### src/rtl/filter_mode_ctrl.sv
// Sequenced filter-mode controller: debounced NEXT/PREV keys and an optional frame timer step a
// pending mode, which becomes the active mode (and the oSW filter-select word) only on a VSYNC fall.
module filter_mode_ctrl #(
    parameter int DEBOUNCE_CYCLES = 270000,
    parameter int AUTO_FRAMES     = 120,
    parameter int DB_W            = 19,
    parameter int FR_W            = 8
) (
    input  logic       iCLK,
    input  logic       iRST,
    input  logic       iKEY_NEXT,
    input  logic       iKEY_PREV,
    input  logic       iVS,
    input  logic       iAUTO,
    output logic [9:0] oSW,
    output logic [2:0] oMODE,
    output logic       oPENDING,
    output logic       oCHANGED
);

    localparam logic [DB_W-1:0] DB_LAST = DB_W'(DEBOUNCE_CYCLES - 1);
    localparam logic [FR_W-1:0] FR_LAST = FR_W'(AUTO_FRAMES - 1);

    // Index 0 = NEXT key, index 1 = PREV key.
    logic [1:0]      key_raw;
    logic [1:0]      key_s1_q, key_s2_q;
    logic [1:0]      db_q, db_d;
    logic [1:0]      press_q, press_d;
    logic [1:0]      arm_q, arm_d;
    logic [1:0]      flush_q;
    logic [DB_W-1:0] cnt_q [2];
    logic [DB_W-1:0] cnt_d [2];

    logic            vs_s1_q, vs_s2_q, vs_s3_q, vs_edge_q;

    logic [2:0]      pend_q, pend_d;
    logic [2:0]      active_q, active_d;
    logic [FR_W-1:0] fr_q, fr_d;
    logic [9:0]      sw_q, sw_d;
    logic            pending_q, pending_d;
    logic            changed_q, changed_d;
    logic [2:0]      pend_inc, pend_dec;

    assign key_raw = {iKEY_PREV, iKEY_NEXT};

    // The counter measures how long the synced level has disagreed with the debounced state.
    // A key is armed only once it has been seen released after reset, so a key held through
    // reset cannot produce a press when reset lifts.
    always_comb begin
        for (int k = 0; k < 2; k++) begin
            db_d[k]    = db_q[k];
            cnt_d[k]   = cnt_q[k];
            press_d[k] = 1'b0;
            arm_d[k]   = arm_q[k];
            if (key_s2_q[k] == db_q[k]) begin
                cnt_d[k] = '0;
            end else if (cnt_q[k] == DB_LAST) begin
                db_d[k]    = key_s2_q[k];
                cnt_d[k]   = '0;
                press_d[k] = arm_q[k] & ~key_s2_q[k];
            end else begin
                cnt_d[k] = cnt_q[k] + 1'b1;
            end
            if (flush_q[1] && db_q[k] && key_s2_q[k]) begin
                arm_d[k] = 1'b1;
            end
        end
    end

    assign pend_inc = (pend_q == 3'd6) ? 3'd0 : pend_q + 3'd1;
    assign pend_dec = (pend_q == 3'd0) ? 3'd6 : pend_q - 3'd1;

    always_comb begin
        pend_d = pend_q;
        fr_d   = fr_q;
        if (|press_q) begin
            fr_d = '0;
            if (press_q == 2'b01) begin
                pend_d = pend_inc;
            end else if (press_q == 2'b10) begin
                pend_d = pend_dec;
            end
        end else if (vs_edge_q && iAUTO) begin
            if (fr_q == FR_LAST) begin
                fr_d   = '0;
                pend_d = pend_inc;
            end else begin
                fr_d = fr_q + 1'b1;
            end
        end
        if (!iAUTO) begin
            fr_d = '0;
        end
    end

    // Commit takes pend as it stood before this cycle's update.
    always_comb begin
        active_d  = vs_edge_q ? pend_q : active_q;
        changed_d = vs_edge_q && (pend_q != active_q);
        pending_d = (pend_d != active_d);
        sw_d      = (active_d == 3'd0) ? 10'h000 : {2'b01, 5'b00000, active_d - 3'd1};
    end

    always_ff @(posedge iCLK or posedge iRST) begin
        if (iRST) begin
            key_s1_q  <= 2'b11;
            key_s2_q  <= 2'b11;
            db_q      <= 2'b11;
            press_q   <= 2'b00;
            arm_q     <= 2'b00;
            flush_q   <= 2'b00;
            for (int k = 0; k < 2; k++) begin
                cnt_q[k] <= '0;
            end
            vs_s1_q   <= 1'b1;
            vs_s2_q   <= 1'b1;
            vs_s3_q   <= 1'b1;
            vs_edge_q <= 1'b0;
            pend_q    <= 3'd0;
            active_q  <= 3'd0;
            fr_q      <= '0;
            sw_q      <= 10'h000;
            pending_q <= 1'b0;
            changed_q <= 1'b0;
        end else begin
            key_s1_q  <= key_raw;
            key_s2_q  <= key_s1_q;
            db_q      <= db_d;
            press_q   <= press_d;
            arm_q     <= arm_d;
            flush_q   <= {flush_q[0], 1'b1};
            for (int k = 0; k < 2; k++) begin
                cnt_q[k] <= cnt_d[k];
            end
            vs_s1_q   <= iVS;
            vs_s2_q   <= vs_s1_q;
            vs_s3_q   <= vs_s2_q;
            vs_edge_q <= vs_s3_q & ~vs_s2_q;
            pend_q    <= pend_d;
            active_q  <= active_d;
            fr_q      <= fr_d;
            sw_q      <= sw_d;
            pending_q <= pending_d;
            changed_q <= changed_d;
        end
    end

    assign oSW      = sw_q;
    assign oMODE    = active_q;
    assign oPENDING = pending_q;
    assign oCHANGED = changed_q;

endmodule

### config.mk
export PLATFORM = sky130hd
export DESIGN_NAME = filter_mode_ctrl
export DESIGN_NICKNAME = d
export VERILOG_FILES = /design/src/rtl/filter_mode_ctrl.sv
export SDC_FILE = /design/constraint.sdc
export NUM_CORES = 1
export LEC_CHECK = 0
export BUFFER_PORTS_ARGS = -buffer_cell sky130_fd_sc_hd__buf_4
export CAP_MARGIN = 15
export CORE_MARGIN = 3
export CORE_UTILIZATION = 47
export CTS_BUF_LIST = sky130_fd_sc_hd__clkbuf_4 sky130_fd_sc_hd__clkbuf_8
export DETAILED_ROUTE_END_ITERATION = 16
export GPL_ROUTABILITY_DRIVEN = 1
export PLACE_DENSITY_LB_ADDON = 0.3
export SYNTH_ARGS = -nofsm -noshare
export SYNTH_HDL_FRONTEND = slang
export SYNTH_SLANG_ARGS = --single-unit
### constraint.sdc
create_clock -name iCLK -period 5.35 [get_ports iCLK]
set_clock_uncertainty 0.15 [all_clocks]
set_input_delay 1.07 -clock iCLK [delete_from_list [all_inputs] [get_ports iCLK]]
set_output_delay 1.07 -clock iCLK [all_outputs]
set_load 0.05 [all_outputs]
==> impl_metrics.tcl <==
set metrics [dict create \
    status "finished clean" \
    whs_ns 0.2008 \
    antenna_found_initial 0 \
    grt_pass1_vias 2254 \
    power_density_mw_per_mm2 281.0 \
    peakVddDrop_uv 215.5 \
    seq_area_frac_synth_pct 52.84 \
    finalSetupViolCount 0 \
    synth_xor_area_share_pct 10.68 \
    ys_types 51 \
    synth_compound_gate_area_share_pct 5.500 \
    ant_nets 0 \
    p_leak_nw 1.733 \
    ys.flop_type "dfrtp_1" \
    tightest_slew_ns 0.6354 \
    muxShareOfSynthArea_pct 2.129 \
    synth_edf_count 0 \
    rsz0062_at_grt "no" \
    yosys_warnings 0 \
    synth_top_family_by_area "simple AND/OR/NAND/NOR gates" \
    min_period_ns 2.309 \
    cp_data_required_time_ns 5.39 \
    max_cap_viol_count 0 \
    cts_buffers 9 \
    ys_ff_latch 74 \
    drive_gt1_share_pct 15.19 \
    fp.dieH_um 92.62 \
    final_max_slew_viol_count 0 \
    arrival_ns 2.35 \
    swShare_pct 21.73 \
    clock_sinks 74 \
    syn_area_mm2 0.003526 \
    port_buffers 14 \
    clock_power_share_pct 43.6 \
    avgSynthCellArea_um2 10.46 \
    dp.cells 442 \
    tns_ns 0 \
    post-route-util_pct 55.62 \
    fmax_mhz 433.1 \
    post-route-period-util_pct 43.15 \
    worst_setup_path_start_kind "flip-flop" \
    die_area_mm2 0.008578 \
    syn2layout_area_growth_pct 10.72 \
    num-fill-cells 624 \
    initial_core_util_pct 50.23 \
    cts_max_path_buffers 2 \
    critPathCaptureType "flip-flop" \
    drc_errors 0 \
    ctsHtreeMaxLevel 3 \
    finalPower_mw 1.097 \
    hpwl_um 3982 \
    ctsHoldBuffers 0 \
    cp_max_fo 19 \
    final_nets 373 \
    pin_count 21 \
    synthSimpleGateAreaFrac_pct 21.29 \
    slowest_stage "or2_1" \
    clk-insertion-delay-late_ns 0.34 \
    slowest_delay_ns 0.55 \
    cts_tree "built" \
    async_reset_ff_share_pct 100.0 \
    post-cts-setup-buffers 0 \
    antennaDiodeCount 0 \
    stdcell_count 458 \
    drtIter0Drc 93 \
    stdcell_area_mm2 0.003904 \
    coreArea_mm2 0.007019 \
    drtPass1Iterations 4 \
    grt_first_pass_wirelength_um 10140 \
    comb_power_share_pct 3.7 \
    ctsResizeCount 0 \
    cts_root_buffer "clkbuf_8" \
    cp_cell_sequence "nand3_2, or4b_1, nor3_2, or2_1, nor2_1" \
    drt-total-wl_um 5827 \
    seqPwrFrac_pct 52.7 \
    globalplace.congestion 0.8354 \
    grt_overflow 0 \
    place_area_mm2 0.003681 \
    routed-via-count 2322 \
    holdCritPathClass "flip-flop to flip-flop" \
    p_switching_mw 0.2384 \
    finalHoldViolations 0 \
    via_per_inst 5.070 \
    relSlewSlack_pct 57.64 \
    path_clk_slew_ns 0.07 \
    syn_inst 337 \
    wl_per_cell_um 12.72 \
    worst_slack_ns 3.041 \
    grt_usage_pct 14.88 \
    place_ws_ns 2.917 \
    internal_power_mw 0.8587 \
    row_count 30 \
    path_class "flip-flop to flip-flop" \
    grt_start_max_net_pins 51 \
    synthAdderAreaFrac_pct 3.549 \
    die_x_um 92.62 \
]
## flip-flops by register name (all words and copies together), names as in the netlist
register   flops
arm_q          2
cnt_q         38
db_q           2
flush_q        2
fr_q           8
key_s1_q       2
key_s2_q       2
oCHANGED       1
oMODE          3
oPENDING       1
oSW            4
pend_q         3
press_q        2
vs_edge_q      1
vs_s1_q        1
vs_s2_q        1
vs_s3_q        1
## Yosys cell counts (2+ instances only)
cell type  number  area [um^2]
mux2_2          4        45.04
ha_1           10        125.1
dfrtp_1        65         1627
nand3_1        21        105.1
buf_6           2        22.52
xnor2_1        16        140.1
xor2_1         27        236.5
nor4_1          5        31.28
nor2_1         53        198.9
nand4_1         8        50.05
a21oi_1         4        20.02
or2_2           2        12.51
a21o_1          2        15.01
or4b_1          2        20.02
nor2b_1         4        25.02
and3_1          9        56.30
conb_1          2        7.510
nand2b_1        4        25.02
inv_1          10        37.54
nor3_1          5        25.02
o21ai_0        12        60.06
mux2i_1         3        30.03
dfstp_2         9        236.5
a31o_2          2        17.52
buf_4           6        45.04
nand2_1        25        93.84
## power by group through the flow
stage	registers (mW)	logic [mW]	clock network (mW)
floorplan	0.586	0.0393	0
global placement	0.588	0.0419	0
detailed placement	0.588	0.0420	0
CTS	0.578	0.0423	0.493
global route	0.579	0.0471	0.518
finish	0.578	0.0410	0.478
## layout make-up
cell class	instances	area [um^2]	area share [%]
clock buffers	11	145.1	3.718
clock inverters	5	77.57	1.987
inverters	10	37.54	0.9615
multi-input cells	247	1548	39.65
flip-flops and latches	74	1863	47.72
well taps	96	120.1	3.077
repair buffers	15	112.6	2.885
## cell usage in the layout, fill, tap and decap left out, types with 3 or more instances in the layout
master	Yosys	final
a21oi_1	4	4
and3_1	9	9
buf_4	6	15
clkbuf_8	0	10
conb_1	2	7
dfrtp_1	65	65
dfstp_2	9	9
ha_1	10	10
inv_1	10	9
mux2_2	4	4
mux2i_1	3	3
nand2_1	25	25
nand2b_1	4	4
nand3_1	21	21
nand4_1	8	8
nor2_1	53	53
nor2b_1	4	4
nor3_1	5	5
nor4_1	5	5
o21ai_0	12	12
xnor2_1	16	16
xor2_1	27	27
## layer usage
metal	GRT usage, %	wire [um]	vias to the layer above
li1	-	-	1167
met1	18.90	2740	1119
met2	24.35	2811	32
met3	5.118	226	4
met4	4.029	48	0
met5	0	0	-
## worst paths after layout
| check | end | from | cells after the start | slack, ns |
|---|---|---|---|---|
| setup / recovery | cnt_q[3] | cnt_q[10] | 5 | 3.04 |
| hold / removal | flush_q[1] | flush_q[0] | 0 | 0.20 |
| setup reg to reg | cnt_q[3] | cnt_q[10] | 5 | 3.04 |
| hold reg to reg | flush_q[1] | flush_q[0] | 0 | 0.20 |
| max in group asynchronous | arm_q[1] | iRST | 3 | 3.43 |
| min in group asynchronous | pend_q[2] | iRST | 2 | 0.60 |
## worst max-delay path: cells and delay by family, from the launching register on
family | cells | cell delay [ns]
flip-flops | 1 | 0.43
AND/OR/NAND/NOR | 5 | 1.58
## cell families (layout without fill, tap and decap cells)
family | Yosys count | count (layout)
compound gates | 30 | 30
simple gates | 150 | 150
flops | 74 | 74
xor+xnor | 43 | 43
buf+inv | 21 | 41
other cells | 2 | 7
mux | 7 | 7
fa+ha+maj | 10 | 10
Note: power is estimated with default switching activity, not from simulation.
